## src/rtl/uart_tx_serializer_if.sv

```systemverilog
// Byte handshake plus serial line bundle between a byte source and uart_tx_serializer.
interface uart_tx_serializer_if #(
  parameter int unsigned DATA_BITS = 8
) ();
  logic [DATA_BITS-1:0] tx_data;
  logic                 tx_valid;
  logic                 tx_ready;
  logic                 serial_out;
  logic                 tx_busy;

  modport master (
    output tx_data,
    output tx_valid,
    input  tx_ready,
    input  serial_out,
    input  tx_busy
  );

  modport slave (
    input  tx_data,
    input  tx_valid,
    output tx_ready,
    output serial_out,
    output tx_busy
  );
endinterface

```

## src/rtl/uart_tx_serializer.sv

```systemverilog
// UART transmitter: sends bytes LSB-first as start/data/stop frames on a registered serial line.
// Define UART_TX_PARITY_EN to insert an even-parity bit between the data and stop bits.
module uart_tx_serializer #(
  parameter int unsigned CLKS_PER_BIT = 16,
  parameter int unsigned DATA_BITS    = 8,
  parameter int unsigned STOP_BITS    = 1
) (
  input logic                 clk,
  input logic                 reset_n,
  uart_tx_serializer_if.slave bus
);
  localparam int unsigned BaudW = $clog2(CLKS_PER_BIT);
  localparam int unsigned BitW  = $clog2(DATA_BITS + 1);

  localparam logic [BaudW-1:0] BaudLast = BaudW'(CLKS_PER_BIT - 1);
  localparam logic [BitW-1:0]  DataLast = BitW'(DATA_BITS - 1);
  localparam logic [BitW-1:0]  StopLast = BitW'(STOP_BITS - 1);

  localparam logic [2:0] StIdle  = 3'd0;
  localparam logic [2:0] StStart = 3'd1;
  localparam logic [2:0] StData  = 3'd2;
  localparam logic [2:0] StStop  = 3'd3;
`ifdef UART_TX_PARITY_EN
  localparam logic [2:0] StParity = 3'd4;

  logic parity_q, parity_d;
`endif

  logic [2:0]           state_q, state_d;
  logic [BaudW-1:0]     baud_q, baud_d;
  logic [BitW-1:0]      bit_q, bit_d;
  logic [DATA_BITS-1:0] shift_q, shift_d;
  logic                 line_q, line_d;
  logic                 ready_q, ready_d;
  logic                 busy_q, busy_d;
  logic                 baud_last;

  always_comb begin
    state_d   = state_q;
    baud_d    = baud_q;
    bit_d     = bit_q;
    shift_d   = shift_q;
    line_d    = line_q;
    ready_d   = ready_q;
    busy_d    = busy_q;
`ifdef UART_TX_PARITY_EN
    parity_d  = parity_q;
`endif
    baud_last = (baud_q == BaudLast);

    if (state_q != StIdle) begin
      baud_d = baud_last ? '0 : baud_q + 1'b1;
    end

    case (state_q)
      StIdle: begin
        if (bus.tx_valid && ready_q) begin
          shift_d = bus.tx_data;
`ifdef UART_TX_PARITY_EN
          parity_d = ^bus.tx_data;
`endif
          state_d = StStart;
          line_d  = 1'b0;
          ready_d = 1'b0;
          busy_d  = 1'b1;
          baud_d  = '0;
          bit_d   = '0;
        end
      end
      StStart: begin
        if (baud_last) begin
          state_d = StData;
          line_d  = shift_q[0];
        end
      end
      StData: begin
        if (baud_last) begin
          if (bit_q == DataLast) begin
            bit_d = '0;
`ifdef UART_TX_PARITY_EN
            state_d = StParity;
            line_d  = parity_q;
`else
            state_d = StStop;
            line_d  = 1'b1;
`endif
          end else begin
            // shift_q[1] becomes the new LSB, so it is the next bit on the line
            bit_d   = bit_q + 1'b1;
            shift_d = {1'b0, shift_q[DATA_BITS-1:1]};
            line_d  = shift_q[1];
          end
        end
      end
`ifdef UART_TX_PARITY_EN
      StParity: begin
        if (baud_last) begin
          state_d = StStop;
          line_d  = 1'b1;
        end
      end
`endif
      StStop: begin
        // bit counter is reused to count stop bits
        if (baud_last) begin
          if (bit_q == StopLast) begin
            state_d = StIdle;
            bit_d   = '0;
            ready_d = 1'b1;
            busy_d  = 1'b0;
          end else begin
            bit_d = bit_q + 1'b1;
          end
        end
      end
      default: begin
        state_d = StIdle;
        line_d  = 1'b1;
        ready_d = 1'b1;
        busy_d  = 1'b0;
        baud_d  = '0;
        bit_d   = '0;
      end
    endcase
  end

  always_ff @(posedge clk or negedge reset_n) begin
    if (!reset_n) begin
      state_q  <= StIdle;
      baud_q   <= '0;
      bit_q    <= '0;
      shift_q  <= '0;
      line_q   <= 1'b1;
      ready_q  <= 1'b1;
      busy_q   <= 1'b0;
`ifdef UART_TX_PARITY_EN
      parity_q <= 1'b0;
`endif
    end else begin
      state_q  <= state_d;
      baud_q   <= baud_d;
      bit_q    <= bit_d;
      shift_q  <= shift_d;
      line_q   <= line_d;
      ready_q  <= ready_d;
      busy_q   <= busy_d;
`ifdef UART_TX_PARITY_EN
      parity_q <= parity_d;
`endif
    end
  end

  assign bus.serial_out = line_q;
  assign bus.tx_ready   = ready_q;
  assign bus.tx_busy    = busy_q;

endmodule

```

## src/flat_wrapper.sv

```systemverilog
// flat-port wrapper written by rule: the top's interface ports become plain ports
module uart_tx_serializer_flat 
#(
  parameter int unsigned CLKS_PER_BIT = 16,
  parameter int unsigned DATA_BITS    = 8,
  parameter int unsigned STOP_BITS    = 1
)
  (clk, reset_n, bus_tx_data, bus_tx_valid, bus_tx_ready, bus_serial_out, bus_tx_busy);
  uart_tx_serializer_if #(.DATA_BITS(DATA_BITS)) bus_i ();
  input logic clk;
  input logic reset_n;
  input wire logic [$bits(bus_i.tx_data)-1:0] bus_tx_data;
  input wire logic [$bits(bus_i.tx_valid)-1:0] bus_tx_valid;
  output wire logic [$bits(bus_i.tx_ready)-1:0] bus_tx_ready;
  output wire logic [$bits(bus_i.serial_out)-1:0] bus_serial_out;
  output wire logic [$bits(bus_i.tx_busy)-1:0] bus_tx_busy;
  assign bus_i.tx_data = bus_tx_data;
  assign bus_i.tx_valid = bus_tx_valid;
  assign bus_tx_ready = bus_i.tx_ready;
  assign bus_serial_out = bus_i.serial_out;
  assign bus_tx_busy = bus_i.tx_busy;
  uart_tx_serializer #(.CLKS_PER_BIT(CLKS_PER_BIT), .DATA_BITS(DATA_BITS), .STOP_BITS(STOP_BITS)) u_core (.clk(clk), .reset_n(reset_n), .bus(bus_i));
endmodule
```

## config.mk

```make
export PLATFORM = sky130hd
export DESIGN_NAME = uart_tx_serializer_flat
export DESIGN_NICKNAME = d
export VERILOG_FILES = /design/src/rtl/uart_tx_serializer_if.sv /design/src/rtl/uart_tx_serializer.sv /design/src/flat_wrapper.sv
export SDC_FILE = /design/constraint.sdc
export NUM_CORES = 1
export LEC_CHECK = 0
export CORE_ASPECT_RATIO = 1.5
export CORE_MARGIN = 1.5
export CORE_UTILIZATION = 40
export CTS_BUF_LIST = sky130_fd_sc_hd__clkbuf_4 sky130_fd_sc_hd__clkbuf_8
export CTS_CLUSTER_SIZE = 10
export DETAILED_ROUTE_END_ITERATION = 16
export DONT_BUFFER_PORTS = 1
export PLACE_DENSITY_LB_ADDON = 0.1
export SLEW_MARGIN = 25
export SYNTH_ARGS = -nofsm -noshare
export SYNTH_HDL_FRONTEND = slang
export SYNTH_SLANG_ARGS = --single-unit
```

## constraint.sdc

```tcl
create_clock -name clk -period 2.2 [get_ports clk]
set_input_delay 0.11 -clock clk [delete_from_list [all_inputs] [get_ports clk]]
set_output_delay 0.11 -clock clk [all_outputs]
set_load 0.01 [all_outputs]
```

# --- After elaboration in Yosys (flattened, before gate mapping) ---
# Index checks and enable logic that the tools add are counted.
totals:
  register_bits: 22
  latchBits: 0
  ramBits: 0
  mem_bits_ro: 0
  in_bits: 11
  out_inout_bits: 3
  word_cells: 69
  n_memories: 0
classes:
  add_sub_neg: 2
  mul: 0
  div_mod_pow: 0
  magnitude_cmp: 0
  eq_ne: 12
  shifts: 0
  mux: 33
  bitwise: 3
  n_reduce_logical: 12
ops:
  columns: ["operator", "count"]
  rows:
  - ["$mux W4", 8]
  - ["$mux W8", 3]
  - ["$mux W3", 6]
  - ["$pmux W4 S4", 1]
  - ["$pmux W8 S2", 1]
  - ["$reduce_and A4 Y1", 4]
  - ["$ne A2 B1 Y1 const B", 6]
  - ["$pmux W3 S4", 1]
  - ["$mux W1", 9]
  - ["$add A4 B1 Y4 const B", 2]
  - ["$pmux W4 S2", 1]
  - ["$eq A3 B2 Y1 const B", 2]
  - ["$pmux W1 S3", 2]
  - ["$reduce_and A6 Y1", 1]
  - ["$eq A4 B3 Y1 const B", 1]
  - ["$eq A4 B4 Y1 const B", 1]
  - ["$logic_not A4 Y1", 1]
  - ["$pmux W1 S4", 1]
  - ["$eq A3 B1 Y1 const B", 1]
  - ["$logic_not A3 Y1", 1]
  - ["$not A1 Y1", 3]
  - ["$reduce_bool A3 Y1", 1]
  - ["$reduce_or A3 Y1", 1]
  - ["$ne A2 B2 Y1 const B", 1]
  - ["other kinds (3)", 3]

# --- Logic depth before layout (Yosys ltp) ---
# Gate-level depths: netlist of run 1.
depth:
  word_depth: 5
  ltp_mapped: 7
  mapped_depth_nobuf: 6

# --- Least setup slack after synthesis of run 1 ---
# OpenSTA, ideal clock, no wires.
synth_timing:
  path_type: "reg-to-reg"
  from: "register u_core.state_q[0]"
  to: "register u_core.bit_q[0]"
  setup_time_ns: 0.125
  arrival_time_ns: 1.674
  t_required_ns: 2.075
  slack_ns: 0.401
  stages_incl_launch_ff: 7
  path_buffers: 0
  synth_period_minus_slack_ns: 1.799
  path_cell_list: "dfrtp_1 -> inv_1 -> ha_1 -> or4b_1 -> o211ai_2 -> nor2_1 -> mux2_2"
synth_via:
  elab_chain_len: 3
  word_cells_on_any_way: 10
  classes_between: "6 x eq/ne; 1 x mux; 1 x bitwise; 2 x reduce/logical"
synth_lines:
  columns: ["element", "line", "source"]
  rows:
  - ["start, declared", "uart_tx_serializer.sv:29", "logic [2:0] state_q, state_d;"]
  - ["start signal, assigned", "uart_tx_serializer.sv:129", "state_q <= StIdle;"]
  - ["start signal, assigned", "uart_tx_serializer.sv:140", "state_q <= state_d;"]
  - ["$eq A3 B2 Y1 (tied with other cells)", "uart_tx_serializer.sv:55", "case (state_q)"]
  - ["$ne A2 B1 Y1 (no line) or $not A1 Y1 (tied branches)", null, null]
  - ["$reduce_and A4 Y1 (no line)", null, null]
  - ["end signal, assigned", "uart_tx_serializer.sv:142", "bit_q <= bit_d;"]
  - ["end, declared", "uart_tx_serializer.sv:31", "logic [BitW-1:0] bit_q, bit_d;"]
# Parallel ways exist; a longest one is shown, timed or not.
# A chain may end at the register's enable or synchronous reset.

# --- Worst setup path in the final report of run 1 ---
# Ends and elaborated chain as after synthesis.

==> flow_summary.toml, run 1 <==
[clock_tree]
htreeDepth = 1
cts_tree = "done"
clk_pin_slew_ns = 0.08
cts-root-buf = "clkbuf_8"
cts_sinks = 21
cts_buffer_depth = 2
clock_latency_ns = 0.26
cts_setup_buffers = 0
cts_buffers = 3

[floorplanning]
die-area_um2 = 3390
core-area_um2 = 2910
die_w_um = 48.1
ioPinCount = 14
chipHeight_um = 70.6
num_rows = 24
initial_core_util_pct = 41.8

[job]
maxCapViolations = 0

[grt]
grt_pass1_vias = 1017
grt_pass1_wl_um = 4450
grt_overflow = 0
track_usage_pct = 18.1
grt_max_degree = 22
antenna_found_initial = 0

[synthesis]
synth_area_per_cell_um2 = 9.91
yosysSeqAreaShare_pct = 43.3
yosys.area_share.xor_xnor_pct = 0.719
syn_nets = 142
synth_top_family_by_area = "compound AO/OA/AOI/OAI gates"
yosys.area_share.simple_pct = 14.9
synth_area_leaders = "dfrtp_1 (39%), ha_1 (8.2%), o22ai_1 (7.2%)"
yosys_warnings = 0
syn_area_um2 = 1220
synthAdderAreaFrac_pct = 8.21
synth_top_area_share_pct = 39.0
synth_compound_area_share_pct = 27.3
netlist_instances = 123
yosysTopAreaCell = "dfrtp_1"
yosys-mux-area-fraction_pct = 3.08
ys_ff_latch = 21
yosysUniqueCellTypes = 40

[layout]
diodes = 0
area_growth_syn_to_layout_pct = 10.1
seq_area_um2 = 528
multi_input_area_um2 = 663
drive_above_1_share_pct = 16.3
n_fill_cell = 307
nets = 149
design_area_um2 = 1340

[drt]
routed_wl_um = 2700
vias = 993
vias_per_cell = 5.91
final_antenna_net_count = 0
drt_iter0_drc = 16
drc = 0
drt-wirelength-per-cell_um = 16.1
drtPass1Iterations = 4

[sta]
max-slew-margin-rel_pct = 68.2
setup_violations = 0
hold_violations = 0
period_needed_ns = 2.02
fin_skew_ns = 0.00143
tightest_slew_ns = 0.477
grt_setup_unrepaired = "false"
tns_ns = 0
fin_crit_sh_pct = 91.9
timing.fmax_mhz = 495
drv_slew = 0

[power_and_ir_drop]
switching_share_pct = 20.5
pwr-share-clk_pct = 40.6
leakage_nw = 0.581
seqPwrFrac_pct = 57.9
p_comb_share_pct = 1.5
ir_worst_vdd_mv = 0.261
power_switching_uw = 137
internal-power_uw = 530
power.density_nw_per_um2 = 497

[setup_path]
crit_required_ns = 2.36
endpoint_kind = "flop"
startpoint_type = "flop"
worstSetupPathType = "flop to flop"
critPathArrivalTime_ns = 2.18
path_max_fanout = 10

[place]
io_buffers = 0
gp_congestion = 0.794
postPlaceCellArea_um2 = 1270
dpl.hpwl_um = 1980

[min_path]
hold_path.class = "primary input to flop"

[run_status]
outcome = "finished clean"
==> per-stage QoR <==
step                      power, mW  instances  hold WS (ns)  utilization (%)  setup slack [ns]
after floorplan               0.394        123        -0.186                -             0.401
after global placement        0.394        162        -0.185             43.8             0.257
after detailed placement      0.394        162        -0.185             43.8             0.189
after CTS                     0.673        167        0.0232             45.8             0.170
after global routing          0.691        168        0.0183             46.0           0.00169
final                         0.667        168        0.0179             46.0             0.178
==> power groups by stage <==
stage               registers (mW)  clock network (mW)  logic, mW
floorplan                    0.393                   0   0.000566
global placement             0.393                   0   0.000566
global route                 0.386               0.293     0.0120
detailed placement           0.393                   0   0.000566
finish                       0.386               0.271    0.00995
CTS                          0.386               0.277    0.00979
==> routing by layer <==
layer,track usage [%],share of wire (%)
met5,0,0
met2,30.4,54
met3,3.32,2.0
met1,21.3,42
met4,7.81,1.8
==> cell type report <==
| class | instances | area share [%] |
|---|---|---|
| flip-flops and latches | 21 | 39.4 |
| well taps | 39 | 3.64 |
| multi-input cells | 94 | 49.4 |
| repair buffers | 4 | 2.24 |
| clock buffers | 4 | 3.64 |
| inverters | 6 | 1.68 |
==> registers in the layout, summed over array words and instances, names as in the netlist <==
signal and cells:
u_core.shift_q 8, u_core.baud_q 4, u_core.bit_q 4, u_core.state_q 2, u_core.bus.serial_out 1, u_core.bus.tx_busy 1
u_core.bus.tx_ready 1
==> cell usage after synthesis, drive strengths merged <==
cell type,number
a211o,2
a211oi,1
a21boi,1
a21oi,13
a22o,2
a32oi,1
a41oi,2
and2,1
and2b,1
and3,3
and3b,1
clkbuf,2
dfrtp,19
dfstp,2
ha,8
inv,6
mux2,3
nand2,8
nand2b,1
nand3,3
nand3b,1
nand4,1
nand4b,1
nor2,6
nor2b,1
nor4,1
o211ai,3
o21ai,8
o22ai,14
o2bb2ai,1
o31ai,2
or2,1
or3b,1
or4b,1
xnor2,1
==> logic make-up (layout without fill, tap and decap cells) <==
| logic type | count (synthesis) | in the layout |
|---|---|---|
| XOR/XNOR | 1 | 1 |
| AO/OA/AOI/OAI | 50 | 50 |
| AND/OR/NAND/NOR | 32 | 32 |
| adder cells (fa/ha/maj) | 8 | 8 |
| multiplexers | 3 | 3 |
| flip-flops | 21 | 21 |
| buffers and inverters | 8 | 14 |
==> what timing repair did <==
item,4_1_cts,5_1_grt
endpoints found under the hold margin,21,19
setup endpoints to repair,0,1
hold buffers,1,1
resized for setup,0,1
==> final timing paths <==
check                           depth (start not counted)  slack, ns         startpoint               endpoint
worst max register to register                          6       0.18  u_core.state_q[0]        u_core.bit_q[0]
min in group asynchronous                               2       0.34            reset_n      u_core.shift_q[5]
max in group asynchronous                               2       1.51            reset_n  u_core.bus.serial_out
worst max-delay path                                    6       0.18  u_core.state_q[0]        u_core.bit_q[0]
worst min register to register                          1       0.52   u_core.baud_q[0]       u_core.baud_q[0]
worst min-delay path                                    2       0.02       bus_tx_valid    u_core.bus.tx_ready
==> cell usage in the layout (no fill, tap or decap), types with 3 or more instances in the layout <==
cell type / netlist / routed
ha_1: 8 / 7
o22ai_1: 14 / 14
clkbuf_8: 0 / 3
inv_1: 6 / 6
nand2_1: 8 / 8
dfrtp_1: 19 / 19
nor2_1: 6 / 6
o21ai_0: 7 / 7
nand3_1: 3 / 3
a21oi_1: 12 / 12
==> critical path: stages, from the launching register on <==
cell      delay [ns]
dfrtp_1         0.41
inv_1           0.10
ha_1            0.33
or4b_1          0.60
o211ai_2        0.11
nor2_1          0.10
mux2_2          0.26
Note: power is estimated with default switching activity, not from simulation.
==> run 2, diff against run 1 <==
--- a/config.mk
+++ b/config.mk
@@ -8,7 +8,6 @@
 export CORE_ASPECT_RATIO = 1.5
 export CORE_MARGIN = 1.5
 export CORE_UTILIZATION = 40
-export CTS_BUF_LIST = sky130_fd_sc_hd__clkbuf_4 sky130_fd_sc_hd__clkbuf_8
 export CTS_CLUSTER_SIZE = 10
 export DETAILED_ROUTE_END_ITERATION = 16
 export DONT_BUFFER_PORTS = 1
==> run 2 against run 1 <==
Net effect:
- largest power group unchanged
- critical path depth stayed put
- fmax hardly changed
- count of clock-buffer cells in the layout stayed put
==> flow_summary.toml, run 2 (synthesis results as in run 1) <==
[run_status]
outcome = "finished clean"

[setup_path]
path_max_fanout = 10
reg2reg_slack_ns = 0.18
worstSetupPathType = "flop to flop"
crit_required_ns = 2.36
ff2ff_path_depth = 6
startpoint_type = "flop"
timing.rr.start = "u_core.state_q[0]"
critPathArrivalTime_ns = 2.18
endpoint_kind = "flop"
r2r-end = "u_core.bit_q[0]"

[floorplanning]
num_rows = 24
chipHeight_um = 70.6
ioPinCount = 14
core-area_um2 = 2910
initial_core_util_pct = 41.8
die_w_um = 48.1
die-area_um2 = 3390

[power_and_ir_drop]
leakage_nw = 0.578
power.density_nw_per_um2 = 489
ir_worst_vdd_mv = 0.255

[drt]
drc = 0
vias = 991
final_antenna_net_count = 0
drt_iter0_drc = 16
routed_wl_um = 2700
drtPass1Iterations = 4
vias_per_cell = 5.90
drt-wirelength-per-cell_um = 16.1

[sta]
setup_violations = 0
tightest_slew_ns = 0.477
tns_ns = 0
hold_violations = 0
fin_crit_sh_pct = 91.9
whs_ns = 0.0182
period_needed_ns = 2.02
grt_setup_unrepaired = "false"
timing.fmax_mhz = 495
fin_skew_ns = 0.00163
drv_slew = 0
max-slew-margin-rel_pct = 68.2

[grt]
grt_pass1_vias = 1017
track_usage_pct = 18.1
antenna_found_initial = 0
grt_overflow = 0
grt_max_degree = 22
grt_pass1_wl_um = 4450

[place]
io_buffers = 0
gp_congestion = 0.794
dpl.hpwl_um = 1980

[layout]
nets = 149
diodes = 0
n_fill_cell = 307
layout_common_cells = "dfrtp_1 (19), o22ai_1 (14), a21oi_1 (12)"
drive_above_1_share_pct = 15.5
top_register = "u_core.shift_q"
largest_register_ffs = 8
mostFrequentLayoutCell = "dfrtp_1"
area_growth_syn_to_layout_pct = 9.75
top_regs = "u_core.shift_q x8, u_core.baud_q x4, u_core.bit_q x4"

[job]
maxCapViolations = 0

[clock_tree]
cts_buffer_depth = 2
clk_pin_slew_ns = 0.08
cts_tree = "done"
cts-root-buf = "clkbuf_8"
cts_buffers = 3
clock_latency_ns = 0.26
cts_sinks = 21
cts_setup_buffers = 0
htreeDepth = 1

[min_path]
hold_end = "u_core.bus.tx_ready"
min_path_cells = 2
min-delay-start = "bus_tx_valid"
hold_path.class = "primary input to flop"
run 2: power breakdown:
group	total, mW	switching [mW]	internal (mW)
combinational	0.00994	0.00758	0.00237
clock	0.258	0.129	0.129
sequential	0.386	0	0.386
total	0.654	0.137	0.517
run 2: routing by layer:
layer  vias up  global-route usage [%]  wire [um]
met1       493                    21.3       1140
li1        482                       -          -
met5         -                       0          0
met3         5                    3.32         49
met4         0                    7.81         48
met2        11                    30.4       1460
run 2: cell type report:
| cell class | instances | area, um2 | share of cell area (%) |
|---|---|---|---|
| Clock buffer | 4 | 45.0 | 3.37 |
| Sequential cell | 21 | 528 | 39.5 |
| Timing Repair Buffer | 4 | 30.0 | 2.25 |
| Inverter | 6 | 22.5 | 1.68 |
| Multi-Input combinational cell | 94 | 663 | 49.6 |
| Tap cell | 39 | 48.8 | 3.65 |
run 2: timing repair:
| item | 4_1_cts | 5_1_grt |
|---|---|---|
| hold endpoints to repair | 21 | 19 |
| gates resized for setup | 0 | 1 |
| setup endpoints to repair | 0 | 1 |
| hold buffers | 1 | 1 |
run 2: worst max-delay path, stage by stage, from the launching register on:
cell      delay [ns]
dfrtp_1         0.41
inv_1           0.10
ha_1            0.33
or4b_1          0.60
o211ai_2        0.11
nor2_1          0.10
mux2_2          0.26
run 2: metrics by stage:
stage	instance area, um2	std cells	power, mW	setup WS, ns	util (%)
floorplan	1220	123	0.394	0.401	-
global placement	1270	162	0.394	0.257	43.8
detailed placement	1270	162	0.394	0.189	43.8
CTS	1330	167	0.661	0.170	45.7
global route	1340	168	0.679	0.00169	45.9
finish	1340	168	0.654	0.178	45.9
run 2: how the worst max path moves through the flow:
stage,start,to,slack [ns],cells after the start
3_5_place_dp,u_core.state_q[0],u_core.bit_q[0],0.19,6
2_1_floorplan,u_core.state_q[0],u_core.bit_q[0],0.40,6
6_report,u_core.state_q[0],u_core.bit_q[0],0.18,6
3_3_place_gp,u_core.state_q[0],u_core.bit_q[2],0.26,6
5_1_grt,u_core.state_q[0],u_core.bit_q[2],0.002,6
4_1_cts,u_core.state_q[0],u_core.bit_q[2],0.17,6
